## src/rtl/lisnoc_mp_packet_arbiter_if.sv

```systemverilog
// Handshake bundle between the packet buffers, the arbiter and the NoC link.
// Senders drive in_*, the arbiter answers with in_ready and the out_* side.
interface lisnoc_mp_packet_arbiter_if #(
    parameter int noc_data_width = 32,
    parameter int noc_type_width = 2,
    parameter int ports = 4
) ();
    localparam int flit_width = noc_data_width + noc_type_width;
    localparam int port_width = (ports > 1) ? $clog2(ports) : 1;

    logic [ports*flit_width-1:0] in_flit;
    logic [ports-1:0]            in_valid;
    logic [ports-1:0]            in_ready;
    logic [flit_width-1:0]       out_flit;
    logic                        out_valid;
    logic                        out_ready;
    logic                        busy;
    logic [port_width-1:0]       grant_port;

    modport master (
        output in_flit, in_valid, out_ready,
        input  in_ready, out_flit, out_valid, busy, grant_port
    );

    modport slave (
        input  in_flit, in_valid, out_ready,
        output in_ready, out_flit, out_valid, busy, grant_port
    );
endinterface

```

## src/rtl/lisnoc_mp_packet_arbiter.sv

```systemverilog
// Packet-granular round-robin arbiter sharing one NoC link between senders.
// A grant lasts from selection until the LAST or SINGLE flit is transferred.
module lisnoc_mp_packet_arbiter #(
    parameter int noc_data_width = 32,
    parameter int noc_type_width = 2,
    parameter int ports = 4
) (
    input logic clk,
    input logic rst,
    lisnoc_mp_packet_arbiter_if.slave bus
);
    localparam int flit_width = noc_data_width + noc_type_width;
    localparam int port_width = (ports > 1) ? $clog2(ports) : 1;

    typedef enum logic {
        IDLE   = 1'b0,
        ACTIVE = 1'b1
    } state_t;

    state_t state, state_nxt;
    logic [port_width-1:0] grant, grant_nxt;
    logic [port_width-1:0] ptr, ptr_nxt;
    logic [port_width-1:0] pick;
    logic                  found;
    logic [flit_width-1:0] sel_flit;
    logic                  sel_valid;
    logic                  sel_last;

    always_comb begin
        sel_flit  = bus.in_flit[flit_width-1:0];
        sel_valid = bus.in_valid[0];
        for (int i = 0; i < ports; i++) begin
            if (grant == port_width'(i)) begin
                sel_flit  = bus.in_flit[i*flit_width +: flit_width];
                sel_valid = bus.in_valid[i];
            end
        end
    end

    // LAST (10) and SINGLE (11) both have the upper type bit set
    assign sel_last = sel_flit[noc_data_width+1];

    // first valid port at or after ptr, searched cyclically
    always_comb begin
        found = 1'b0;
        pick  = '0;
        for (int k = 0; k < ports; k++) begin
            for (int j = 0; j < ports; j++) begin
                if (!found && ptr == port_width'(j)
                    && bus.in_valid[(j + k) % ports]) begin
                    found = 1'b1;
                    pick  = port_width'((j + k) % ports);
                end
            end
        end
    end

    always_comb begin
        state_nxt      = state;
        grant_nxt      = grant;
        ptr_nxt        = ptr;
        bus.out_flit   = sel_flit;
        bus.out_valid  = 1'b0;
        bus.in_ready   = '0;
        bus.busy       = 1'b0;
        bus.grant_port = '0;
        unique case (state)
            IDLE: begin
                if (found) begin
                    grant_nxt = pick;
                    state_nxt = ACTIVE;
                end
            end
            ACTIVE: begin
                bus.out_valid  = sel_valid;
                bus.busy       = 1'b1;
                bus.grant_port = grant;
                for (int i = 0; i < ports; i++) begin
                    if (grant == port_width'(i)) begin
                        bus.in_ready[i] = bus.out_ready;
                    end
                end
                if (sel_valid && bus.out_ready && sel_last) begin
                    state_nxt = IDLE;
                    ptr_nxt   = port_width'((int'(grant) + 1) % ports);
                end
            end
        endcase
    end

    always_ff @(posedge clk or posedge rst) begin
        if (rst) begin
            state <= IDLE;
            grant <= '0;
            ptr   <= '0;
        end else begin
            state <= state_nxt;
            grant <= grant_nxt;
            ptr   <= ptr_nxt;
        end
    end
endmodule
```

## src/flat_wrapper.sv

```systemverilog
// flat-port wrapper written by rule: the top's interface ports become plain ports
module lisnoc_mp_packet_arbiter_flat 
#(
    parameter int noc_data_width = 32,
    parameter int noc_type_width = 2,
    parameter int ports = 4
)
  (clk, rst, bus_in_flit, bus_in_valid, bus_out_ready, bus_in_ready, bus_out_flit, bus_out_valid, bus_busy, bus_grant_port);
  lisnoc_mp_packet_arbiter_if #(.noc_data_width(noc_data_width), .noc_type_width(noc_type_width), .ports(ports)) bus_i ();
  input logic clk;
  input logic rst;
  input wire logic [$bits(bus_i.in_flit)-1:0] bus_in_flit;
  input wire logic [$bits(bus_i.in_valid)-1:0] bus_in_valid;
  input wire logic [$bits(bus_i.out_ready)-1:0] bus_out_ready;
  output wire logic [$bits(bus_i.in_ready)-1:0] bus_in_ready;
  output wire logic [$bits(bus_i.out_flit)-1:0] bus_out_flit;
  output wire logic [$bits(bus_i.out_valid)-1:0] bus_out_valid;
  output wire logic [$bits(bus_i.busy)-1:0] bus_busy;
  output wire logic [$bits(bus_i.grant_port)-1:0] bus_grant_port;
  assign bus_i.in_flit = bus_in_flit;
  assign bus_i.in_valid = bus_in_valid;
  assign bus_i.out_ready = bus_out_ready;
  assign bus_in_ready = bus_i.in_ready;
  assign bus_out_flit = bus_i.out_flit;
  assign bus_out_valid = bus_i.out_valid;
  assign bus_busy = bus_i.busy;
  assign bus_grant_port = bus_i.grant_port;
  lisnoc_mp_packet_arbiter #(.noc_data_width(noc_data_width), .noc_type_width(noc_type_width), .ports(ports)) u_core (.clk(clk), .rst(rst), .bus(bus_i));
endmodule
```

## config.mk

```make
export PLATFORM = sky130hd
export DESIGN_NAME = lisnoc_mp_packet_arbiter_flat
export DESIGN_NICKNAME = d
export VERILOG_FILES = /design/src/rtl/lisnoc_mp_packet_arbiter_if.sv /design/src/rtl/lisnoc_mp_packet_arbiter.sv /design/src/flat_wrapper.sv
export SDC_FILE = /design/constraint.sdc
export NUM_CORES = 1
export LEC_CHECK = 0
export ABC_AREA = 1
export CORE_ASPECT_RATIO = 0.7
export CORE_MARGIN = 2
export CORE_UTILIZATION = 28
export CTS_CLUSTER_SIZE = 30
export DETAILED_ROUTE_END_ITERATION = 7
export PLACE_DENSITY = 0.83
export REMOVE_ABC_BUFFERS = 1
export SETUP_SLACK_MARGIN = 0.4
export SKIP_LAST_GASP = 1
export SYNTH_ARGS = -nofsm -noshare
export SYNTH_HDL_FRONTEND = slang
export SYNTH_SLANG_ARGS = --single-unit
export TNS_END_PERCENT = 20
```

## constraint.sdc

```tcl
create_clock -name clk -period 2.4 [get_ports clk]
set_clock_uncertainty 0.2 [all_clocks]
set_input_delay 0.48 -clock clk [delete_from_list [all_inputs] [get_ports clk]]
set_output_delay 0.48 -clock clk [all_outputs]
set_load 0.05 [all_outputs]
```

==> impl_metrics.py <==
metrics = {
    "power": {
        "vdd_ir_drop_max_mv": 1.006,
        "p_leak_uw": 0.001791,
        "clock_power_share_pct": 2.7,
        "p_switching_uw": 3513,
        "pwr-share-comb_pct": 94.1,
        "intPower_uw": 2427,
        "pwr-share-seq_pct": 3.2,
        "powerDensity_nw_per_um2": 1427,
        "switching_share_pct": 59.14,
    },
    "placed_design": {
        "port_buffers": 184,
        "pre_cts_ws_ns": -0.1113,
        "hpwlAfterDp_mm": 6.634,
        "routabilityCongestion": 0.9204,
    },
    "critical_path": {
        "path_class": "reg2out",
        "ff2ff_path_depth": 10,
        "cp.arrival_ns": 1.76,
        "endpoint": "bus_out_flit[15]",
        "critical_path.endpoint_type": "primary output",
        "crit_start": "u_core.grant[0]",
        "r2r_start": "u_core.grant[1]",
        "cp-start-kind": "flop",
        "ff2ff_setup_slack_ns": 0.12,
        "worst-endpoint-required_ns": 1.72,
        "cp_max_fo": 9,
        "timing.rr.end": "u_core.ptr[1]",
    },
    "route": {
        "wl_per_cell_microns": 15.41,
        "detail_route.wirelength_mm": 9.325,
        "route.detailed.drc": 0,
        "routed_via_density": 4.974,
        "antenna_left": 0,
        "first_iter_violations": 134,
        "dr.pass1.iters": 5,
        "vias": 3009,
    },
    "synthesis": {
        "synth.distinct_cells": 24,
        "ys_seq_elements": 5,
        "ys_warn_count": 0,
        "syn_area_per_cell_sq_um": 4.906,
        "yosysSeqAreaShare_pct": 7.776,
        "netlist_area_sq_um": 1609,
        "synth_cells": 328,
    },
    "clock_network": {
        "clock_latency_ns": 0.23,
        "cts_tree": "yes",
        "cts_buffers": 3,
        "path_clk_slew_ns": 0.04,
        "root_buffer": "clkbuf_8",
        "htree_levels": 1,
        "hold_buffers": 0,
        "clock-sinks": 5,
        "cts_max_path_buffers": 2,
    },
    "cells_and_area": {
        "fin_nets": 678,
        "drive_gt1_share_pct": 21.70,
        "fillCellCount": 447,
        "area_growth_pct": 158.8,
        "num_antenna_cells": 0,
    },
    "sta": {
        "fin_crit_sh_pct": 101.6,
        "rsz0062_at_grt": "true",
        "drv_slew": 0,
        "relSlewSlack_pct": 65.72,
        "hold_violations": 0,
        "tightest_slew_ns": 0.5125,
        "setup_violations": 17,
        "worst_slack_ns": -0.03932,
        "fmax_ghz": 0.4100,
        "fin_tns_setup_ns": -0.2978,
        "finalWorstPathRequiredPeriod_ns": 2.439,
    },
    "global_routing": {
        "grt_pass1_wl_mm": 12.82,
        "grt_max_degree": 29,
        "antenna_found_initial": 0,
        "grt_pass1_vias": 2748,
        "grt_use_total_pct": 25.20,
        "grt_overflow": 0,
    },
    "run": {
        "cap_violations": 0,
    },
    "floorplan": {
        "num_rows": 23,
        "core_sq_um": 5640,
        "dieWidth_microns": 94.61,
        "die_area_sq_um": 6379,
        "initial_core_util_pct": 28.53,
        "fp.dieH_microns": 67.43,
        "io_pins": 185,
    },
    "status": {
        "status": "finished, violations left",
        "violations": "setup timing",
    },
    "min_path": {
        "worstHoldPathType": "in2async",
    },
}
[cells in the mapped netlist]
cell / count / area (sq um)
nor2_4: 1 / 11.26
nand4_1: 8 / 50.05
inv_2: 1 / 3.750
nand3_2: 2 / 20.02
dfrtp_1: 5 / 125.1
clkbuf_1: 16 / 60.06
nand4_2: 2 / 25.02
buf_2: 1 / 5.000
nor3b_1: 1 / 7.510
buf_1: 4 / 15.01
o21ai_0: 70 / 350.3
o31ai_1: 1 / 7.510
ha_1: 4 / 50.05
a21oi_1: 4 / 20.02
nand2_1: 120 / 450.4
clkinv_1: 1 / 3.750
nor2_1: 19 / 71.32
nor2_2: 3 / 18.77
nand3_1: 40 / 200.2
inv_1: 20 / 75.07
nand3b_1: 2 / 15.01
nand2_2: 1 / 6.260
mux2i_1: 1 / 10.01
o211ai_1: 1 / 7.510
[metal layers]
layer  part of all wire [%]  routed length (microns)  GRT usage (%)
met5                      0                        0              0
met4                    1.1                      101          4.710
met3                     10                      929          6.250
met2                     49                     4574          46.54
met1                     40                     3719          30.03
[cells by family (layout without fill, tap and decap cells)]
logic type	after synthesis	after routing	share of synthesized area (%)
fa+ha+maj	4	4	3.111
buf+inv	43	245	10.11
flops	5	5	7.776
mux	1	1	0.6221
simple gates	199	199	54.43
compound gates	76	76	23.95
[stage by stage]
step	hold slack [ns]	utilization, %	instances	total power, uW	cell area [sq um]
2_1_floorplan	0.05852	-	307	3128	1529
3_3_place_gp	0.3755	63.73	583	4694	3595
3_5_place_dp	0.3701	63.73	583	4730	3595
4_1_cts	0.2589	70.10	600	5545	3954
5_1_grt	0.2784	73.82	605	6260	4164
6_report	0.2550	73.82	605	5940	4164
[power by group through the flow]
stage / logic, uW / clock network (uW) / registers (uW)
global placement: 4510 / 0 / 182
CTS: 5200 / 163 / 183
global route: 5890 / 170 / 196
floorplan: 2930 / 0 / 194
detailed placement: 4550 / 0 / 182
finish: 5590 / 160 / 189
[cell usage in the layout (no fill, tap or decap), types with 4 or more instances in the layout]
cell type          n
nor2_1            18
o21ai_0           26
o21ai_2            5
nor2_2             4
a21oi_1            4
buf_12            13
clkdlybuf4s50_1  141
buf_4             38
dfrtp_1            4
nand3_1           36
o21ai_1           37
nand4_1            8
buf_6             16
nand3_2            6
buf_16             4
nand2_2            5
nand2_1          115
inv_1             17
[how the worst min path moves through the flow]
stage               startpoint  slack (ns)  cells past startpoint              end
2_1_floorplan              rst        0.06                      1  u_core.grant[0]
3_3_place_gp   u_core.grant[1]        0.38                      2  u_core.grant[1]
3_5_place_dp   u_core.grant[1]        0.37                      2  u_core.grant[1]
4_1_cts                    rst        0.26                      2     u_core.state
5_1_grt                    rst        0.28                      2  u_core.grant[1]
6_report                   rst        0.26                      2  u_core.grant[1]
[layout make-up]
type                            instances  area, sq um  share of cell area [%]
Sequential cell                         5        126.4                   3.035
Clock buffer                            4        45.04                   1.082
Inverter                               22        96.34                   2.314
Multi-Input combinational cell        280         1439                   34.56
Timing Repair Buffer                  219         2364                   56.76
Tap cell                               75        93.84                   2.254
[registers in the layout, indices dropped and copies added (netlist names)]
signal / cells
u_core.grant: 2
u_core.ptr: 2
u_core.state: 1
[worst max-delay path: stages, from the launching register on]
cell       delay [ns]
dfrtp_2          0.43
inv_2            0.09
ha_4             0.18
clkinv_8         0.09
buf_12           0.14
clkbuf_16        0.16
o21ai_0          0.16
o21ai_1          0.07
buf_4            0.19
[timing repair]
action | CTS | global route
resized for setup | 56 | 49
endpoints found under the hold margin | 0 | 0
setup endpoints to repair | 46 | 46
cloned | 4 | 3
pin swaps | 7 | 9
buffers inserted | 9 | 2
(Power assumes the default switching activity.)
